===== config.mk =====
export PLATFORM = sky130hd
export DESIGN_NAME = fc_neuron_seq_flat
export DESIGN_NICKNAME = d
export VERILOG_FILES = /design/src/rtl/fc_neuron_seq_pkg.sv /design/src/rtl/fc_neuron_seq_if.sv /design/src/rtl/fc_mac_tree.sv /design/src/rtl/fc_neuron_seq.sv /design/src/flat_wrapper.sv
export SDC_FILE = /design/constraint.sdc
export NUM_CORES = 2
export LEC_CHECK = 0
export BUFFER_PORTS_ARGS = -buffer_cell sky130_fd_sc_hd__clkbuf_2
export CELL_PAD_IN_SITES_DETAIL_PLACEMENT = 0
export CELL_PAD_IN_SITES_GLOBAL_PLACEMENT = 1
export CORE_AREA = 5 5 375 377
export CTS_BUF_LIST = sky130_fd_sc_hd__clkbuf_2
export DETAILED_ROUTE_END_ITERATION = 8
export DIE_AREA = 0 0 380 382
export PLACE_DENSITY_LB_ADDON = 0.1
export SYNTH_ARGS = -nofsm -noshare
export SYNTH_HDL_FRONTEND = slang
export SYNTH_SLANG_ARGS = --single-unit

===== constraint.sdc =====
create_clock -name clk -period 9.7 [get_ports clk]
set_clock_uncertainty 0.2 [all_clocks]
set_input_delay 1.94 -clock clk [delete_from_list [all_inputs] [get_ports clk]]
set_output_delay 1.94 -clock clk [all_outputs]
set_load 0.01 [all_outputs]

===== src/rtl/fc_neuron_seq_pkg.sv =====
// Shared types and width helpers for the fully-connected layer blocks.
package fc_pkg;

  typedef enum logic [1:0] {
    IDLE  = 2'd0,
    ACCUM = 2'd1,
    DRAIN = 2'd2,
    DONE  = 2'd3
  } fc_state_t;

  function automatic int clog2(input int v);
    int r;
    r = 0;
    while ((1 << r) < v) r++;
    return r;
  endfunction

  // Counters always need at least one bit, even when clog2 would return 0.
  function automatic int clog2_min1(input int v);
    return (clog2(v) < 1) ? 1 : clog2(v);
  endfunction

  function automatic int acc_width(input int width, input int in);
    return 2 * width + clog2(in);
  endfunction

  function automatic int tree_width(input int width, input int lanes);
    return 2 * width + clog2(lanes);
  endfunction

endpackage


===== src/rtl/fc_neuron_seq_if.sv =====
// Beat-input and result-output handshake bundle for fc_neuron_seq.
interface fc_neuron_seq_if #(
  parameter int WIDTH = 8,
  parameter int LANES = 16,
  parameter int ACC_W = 23
);

  logic signed [WIDTH-1:0] x_in [LANES];
  logic signed [WIDTH-1:0] w_in [LANES];
  logic                    in_valid;
  logic                    in_ready;
  logic signed [ACC_W-1:0] z;
  logic                    out_valid;
  logic                    out_ready;

  modport master (
    output x_in, w_in, in_valid, out_ready,
    input  in_ready, z, out_valid
  );

  modport slave (
    input  x_in, w_in, in_valid, out_ready,
    output in_ready, z, out_valid
  );

endinterface


===== src/rtl/fc_mac_tree.sv =====
// Two-stage pipelined multiply / adder tree: registered lane products, then a
// registered signed sum of all lanes, with a matching valid pipeline.
module fc_mac_tree
  import fc_pkg::*;
#(
  parameter int WIDTH = 8,
  parameter int LANES = 16
) (
  input  logic                                       clk,
  input  logic                                       rst_n,
  input  logic                                       in_valid,
  input  logic signed [WIDTH-1:0]                    x [LANES],
  input  logic signed [WIDTH-1:0]                    w [LANES],
  output logic                                       out_valid,
  output logic signed [tree_width(WIDTH, LANES)-1:0] sum
);

  localparam int PW = 2 * WIDTH;
  localparam int TW = tree_width(WIDTH, LANES);

  logic signed [PW-1:0] prod [LANES];
  logic                 prod_valid;
  logic signed [TW-1:0] sum_c;

  always_ff @(posedge clk) begin
    if (!rst_n) begin
      prod_valid <= 1'b0;
      out_valid  <= 1'b0;
    end else begin
      prod_valid <= in_valid;
      out_valid  <= prod_valid;
    end
  end

  // Data registers only load on valid stages; their contents are ignored otherwise.
  always_ff @(posedge clk) begin
    if (in_valid) begin
      for (int i = 0; i < LANES; i++) begin
        prod[i] <= PW'(x[i]) * PW'(w[i]);
      end
    end
    if (prod_valid) begin
      sum <= sum_c;
    end
  end

  always_comb begin
    sum_c = '0;
    for (int i = 0; i < LANES; i++) begin
      sum_c = sum_c + TW'(prod[i]);
    end
  end

endmodule


===== src/rtl/fc_neuron_seq.sv =====
// Time-multiplexed fully-connected neuron: streams IN elements in beats of LANES,
// accumulates tree sums and holds the result. Optional ReLU via `FC_RELU_EN.
module fc_neuron_seq
  import fc_pkg::*;
#(
  parameter int WIDTH = 8,
  parameter int IN    = 128,
  parameter int LANES = 16
) (
  input  logic           clk,
  input  logic           rst_n,
  fc_neuron_seq_if.slave bus
);

  localparam int BEATS = IN / LANES;
  localparam int ACC_W = acc_width(WIDTH, IN);
  localparam int TW    = tree_width(WIDTH, LANES);
  localparam int CW    = clog2_min1(BEATS + 1);

  fc_state_t            state, state_next;
  logic [CW-1:0]        beat_cnt;
  logic [CW-1:0]        acc_cnt;
  logic signed [ACC_W-1:0] acc;
  logic signed [ACC_W-1:0] acc_sum;
  logic signed [ACC_W-1:0] z_next;
  logic signed [ACC_W-1:0] z_q;
  logic                 tree_valid;
  logic signed [TW-1:0] tree_sum;
  logic                 accept;
  logic                 last_beat;
  logic                 last_sum;

  fc_mac_tree #(
    .WIDTH (WIDTH),
    .LANES (LANES)
  ) u_tree (
    .clk       (clk),
    .rst_n     (rst_n),
    .in_valid  (accept),
    .x         (bus.x_in),
    .w         (bus.w_in),
    .out_valid (tree_valid),
    .sum       (tree_sum)
  );

  // Gated by rst_n so the block refuses beats while reset is held.
  assign bus.in_ready = rst_n & ((state == IDLE) |
                                 ((state == ACCUM) & (beat_cnt < CW'(BEATS))));
  assign accept    = bus.in_valid & bus.in_ready;
  assign last_beat = accept & (beat_cnt == CW'(BEATS - 1));
  assign last_sum  = tree_valid & (acc_cnt == CW'(BEATS - 1));
  assign acc_sum   = acc + ACC_W'(tree_sum);

`ifdef FC_RELU_EN
  assign z_next = acc_sum[ACC_W-1] ? '0 : acc_sum;
`else
  assign z_next = acc_sum;
`endif

  assign bus.z = z_q;

  always_comb begin
    state_next    = state;
    bus.out_valid = 1'b0;
    case (state)
      IDLE:  if (accept) state_next = last_beat ? DRAIN : ACCUM;
      ACCUM: if (last_beat) state_next = DRAIN;
      DRAIN: if (last_sum) state_next = DONE;
      DONE: begin
        bus.out_valid = 1'b1;
        if (bus.out_ready) state_next = IDLE;
      end
      default: state_next = IDLE;
    endcase
  end

  always_ff @(posedge clk) begin
    if (!rst_n) begin
      state    <= IDLE;
      beat_cnt <= '0;
      acc_cnt  <= '0;
      acc      <= '0;
      z_q      <= '0;
    end else begin
      state <= state_next;
      if (accept) begin
        beat_cnt <= beat_cnt + 1'b1;
      end
      if (tree_valid) begin
        acc     <= acc_sum;
        acc_cnt <= acc_cnt + 1'b1;
      end
      if (last_sum) begin
        z_q <= z_next;
      end
      // Output handshake returns everything to the IDLE condition.
      if ((state == DONE) && bus.out_ready) begin
        acc      <= '0;
        beat_cnt <= '0;
        acc_cnt  <= '0;
      end
    end
  end

endmodule


===== src/flat_wrapper.sv =====
// flat-port wrapper written by rule: the top's interface ports become plain ports
module fc_neuron_seq_flat import fc_pkg::*;
#(
  parameter int WIDTH = 8,
  parameter int IN    = 128,
  parameter int LANES = 16
)
  (clk, rst_n, bus_x_in, bus_w_in, bus_in_valid, bus_out_ready, bus_in_ready, bus_z, bus_out_valid);
  fc_neuron_seq_if #(.WIDTH(WIDTH), .LANES(LANES), .ACC_W((23))) bus_i ();
  input  logic clk;
  input  logic rst_n;
  input wire logic [$bits(bus_i.x_in)-1:0] bus_x_in;
  input wire logic [$bits(bus_i.w_in)-1:0] bus_w_in;
  input wire logic [$bits(bus_i.in_valid)-1:0] bus_in_valid;
  input wire logic [$bits(bus_i.out_ready)-1:0] bus_out_ready;
  output wire logic [$bits(bus_i.in_ready)-1:0] bus_in_ready;
  output wire logic [$bits(bus_i.z)-1:0] bus_z;
  output wire logic [$bits(bus_i.out_valid)-1:0] bus_out_valid;
  assign bus_i.x_in = {>>{bus_x_in}};
  assign bus_i.w_in = {>>{bus_w_in}};
  assign bus_i.in_valid = bus_in_valid;
  assign bus_i.out_ready = bus_out_ready;
  assign bus_in_ready = bus_i.in_ready;
  assign bus_z = bus_i.z;
  assign bus_out_valid = bus_i.out_valid;
  fc_neuron_seq #(.WIDTH(WIDTH), .IN(IN), .LANES(LANES)) u_core (.clk(clk), .rst_n(rst_n), .bus(bus_i));
endmodule

==> metrics.yaml <==
synth_largest_area_cell: "fa_1"
grt_pass1_vias: 40800
die_h_um: 382
syn_area_um2: 57100
grt.total_usage: 0.198
critPathMaxFanout: 3
row_count: 136
syn_avg_cell_area_um2: 10.2
cts_resized: 0
holdPathEnd: "u_core.bus.z[10]$_SDFFE_PN0P_"
crit_type: "register to register"
fin_area_um2: 61500
cpMostUsedCell: "fa_1"
vias: 37500
synth.top_cells.by_area: "fa_1 39%, edfxtp_1 15%, ha_1 11%"
r2r_start: "u_core.u_tree.prod[1][98]$_DFFE_PP_"
yosysMostFrequentCell: "inv_1"
dieWidth_um: 380
relSlewSlack: 0.287
slew_viol_final: 0
yosysTopAreaCellShare: 0.390
cap_violations: 0
avgViaCountPerCell: 4.78
yosys_warnings: 0
io_buffers: 284
synthToLayoutAreaGrowth_pct: 7.85
cts_tree: "done"
cp.arrival_ns: 7.36
hp-start: "u_core.bus.z[10]$_SDFFE_PN0P_"
clkLatencyLatePin_ns: 1.19
hold_ws_ns: 0.261
wirelength_mm: 139
cts.clk_slew.worst_paths_ns: 0.09
end_kind: "register"
grt_max_degree: 164
synth_edf_count: 276
fin_crit_sh: 0.695
dieArea_um2: 145000
cts_max_level: 3
timing.final.hold_violations: 0
synth.yosys.seq_area_share: 0.166
setup_viol: 0
min_path_cells: 2
async_flop_share: 0
tightest_slew_ns: 1.07
ant_nets: 0
rr_worst_depth: 19
numCtsBuffers: 97
synth_cells: 5610
critPathRequiredTime_ns: 10.32
r2r_slack_ns: 2.96
synth_nets: 7501
ys_seq_elements: 334
slowest_stage: "fa_1"
fin_nets: 7854
io_pins: 285
root_buffer: "clkbuf_2"
layout_setup_ws_ns: 2.96
coreArea_um2: 137000
synth_cell_types: 69
finalWeightedCongestion: 0.855
place_hpwl_mm: 121
min_period_ns: 6.74
initial_core_util: 0.417
postCtsSetupBuffers: 0
r2r_end: "u_core.u_tree.sum[18]$_DFFE_PP_"
worstSetupStartpointType: "register"
drc: 0
grt_overflow: 0
cts_hold_buffers: 0
drtPass1Iterations: 5
drt_iter0_drc: 1819
place_ws_ns: 3.01
grt_setup_unrepaired: "no"
crit_chain: "fa_1 -> inv_1 -> fa_1 -> inv_1 -> fa_1 -> fa_1 -> fa_1 -> inv_1 -> fa_1 -> inv_1 -> ha_1 -> fa_1 -> a211oi_1 -> o21ai_1 -> nand2_1 -> o21ai_1 -> o211ai_1 -> or4b_1 -> o311ai_1"
cts.sinks: 334
fmax_ghz: 0.148
grt_pass1_wl_mm: 228
hp-class: "register to register"
drive_gt1_frac: 0.0762
synth-main-ff-cell: "edfxtp_1"
synth_common_cells: "1468 x inv_1, 1113 x fa_1, 624 x and2_1"
fin_setup_tns_ns: 0
wl_per_cell_um: 17.8
slowest_delay_ns: 0.64
status: "completed"
clockBufferDepth: 3
antenna_found_initial: 12
placed_area_um2: 60700
==> worst max-delay path: cells and delay by family, from the launching register on <==
family	cells	cell delay (ns)
AOI/OAI and AO/OA	5	1.12
adders and majority gates	8	3.86
buffers and inverters	4	0.22
DFF	1	0.40
and+or+nand+nor	2	0.60
==> stage by stage <==
stage,util,std cells
after CTS,0.450,7830
after global placement,0.443,7658
after global routing,0.450,7833
final,0.450,7838
after floorplan,-,5610
after detailed placement,0.443,7658
==> cell type report <==
type,count,area [µm²]
well taps,1794,2240
diodes,8,20.0
fillers,13500,75300
inverters,1470,5520
repair buffers,291,1490
flip-flops and latches,334,9450
clock inverters,35,178
clock buffers,137,686
multi-input cells,3769,42000
==> how the worst max path moves through the flow <==
stage                                        start                             endpoint  slack [ns]  depth (start not counted)
4_1_cts        u_core.u_tree.prod[1][98]$_DFFE_PP_      u_core.u_tree.sum[18]$_DFFE_PP_        2.93                         19
6_report       u_core.u_tree.prod[1][98]$_DFFE_PP_      u_core.u_tree.sum[18]$_DFFE_PP_        2.96                         19
2_1_floorplan                        bus_w_in[118]  u_core.u_tree.prod[0][31]$_DFFE_PP_        3.53                         17
5_1_grt        u_core.u_tree.prod[1][98]$_DFFE_PP_      u_core.u_tree.sum[18]$_DFFE_PP_        2.73                         19
3_5_place_dp   u_core.u_tree.prod[1][98]$_DFFE_PP_      u_core.u_tree.sum[18]$_DFFE_PP_        3.01                         19
3_3_place_gp   u_core.u_tree.prod[1][98]$_DFFE_PP_      u_core.u_tree.sum[18]$_DFFE_PP_        3.11                         19
==> registers in the layout, summed over array words and instances (netlist names) <==
signal and flops:
u_core.u_tree.prod_valid 1, u_core.bus.z 23, u_core.u_tree.sum 20, u_core.acc_cnt 4, u_core.u_tree.prod 256, u_core.acc 23
u_core.u_tree.out_valid 1, u_core.state 2, u_core.beat_cnt 4
==> logic make-up after synthesis <==
family / Yosys count / share of synthesized area
compound gates: 459 / 0.0528
buf+inv: 1507 / 0.0992
flops: 334 / 0.166
fa+ha+maj: 1631 / 0.504
simple gates: 1353 / 0.128
mux: 18 / 0.00322
xor+xnor: 308 / 0.0475
==> cell usage in the layout (no fill, tap or decap), types with 7 or more instances in the layout <==
| cell | n |
|---|---|
| xnor2_1 | 277 |
| nor2_1 | 83 |
| nand2_1 | 373 |
| nand4_1 | 13 |
| a311oi_1 | 35 |
| fa_1 | 1113 |
| a2111o_1 | 14 |
| o21bai_1 | 20 |
| o21ai_0 | 30 |
| edfxtp_1 | 276 |
| or3_1 | 26 |
| o21ai_1 | 68 |
| o41ai_1 | 11 |
| clkinv_2 | 10 |
| nand3_1 | 32 |
| inv_1 | 1468 |
| mux2i_1 | 15 |
| nor3_1 | 24 |
| a31o_1 | 15 |
| a21oi_1 | 156 |
| o31ai_1 | 8 |
| nand2b_1 | 128 |
| diode_2 | 8 |
| o21a_1 | 8 |
| a211oi_1 | 23 |
| clkbuf_2 | 421 |
| ha_1 | 518 |
| and3_1 | 10 |
| dfxtp_1 | 58 |
| a21o_1 | 24 |
| o211ai_1 | 7 |
| and2_1 | 623 |
| xor2_1 | 30 |
| nor2b_1 | 20 |
| clkinv_1 | 22 |
==> routing by layer <==
metal  track usage  wire length (µm)  part of all wire
met3        0.0242              4780             0.034
met4        0.0306              1410             0.010
met2         0.333             67800              0.49
met1         0.283             65300              0.47
met5             0                 8          0.000057
Power is left out: the tool's default activity adds up to more than one toggle a clock period on the data nets, which glitch-free logic cannot reach.
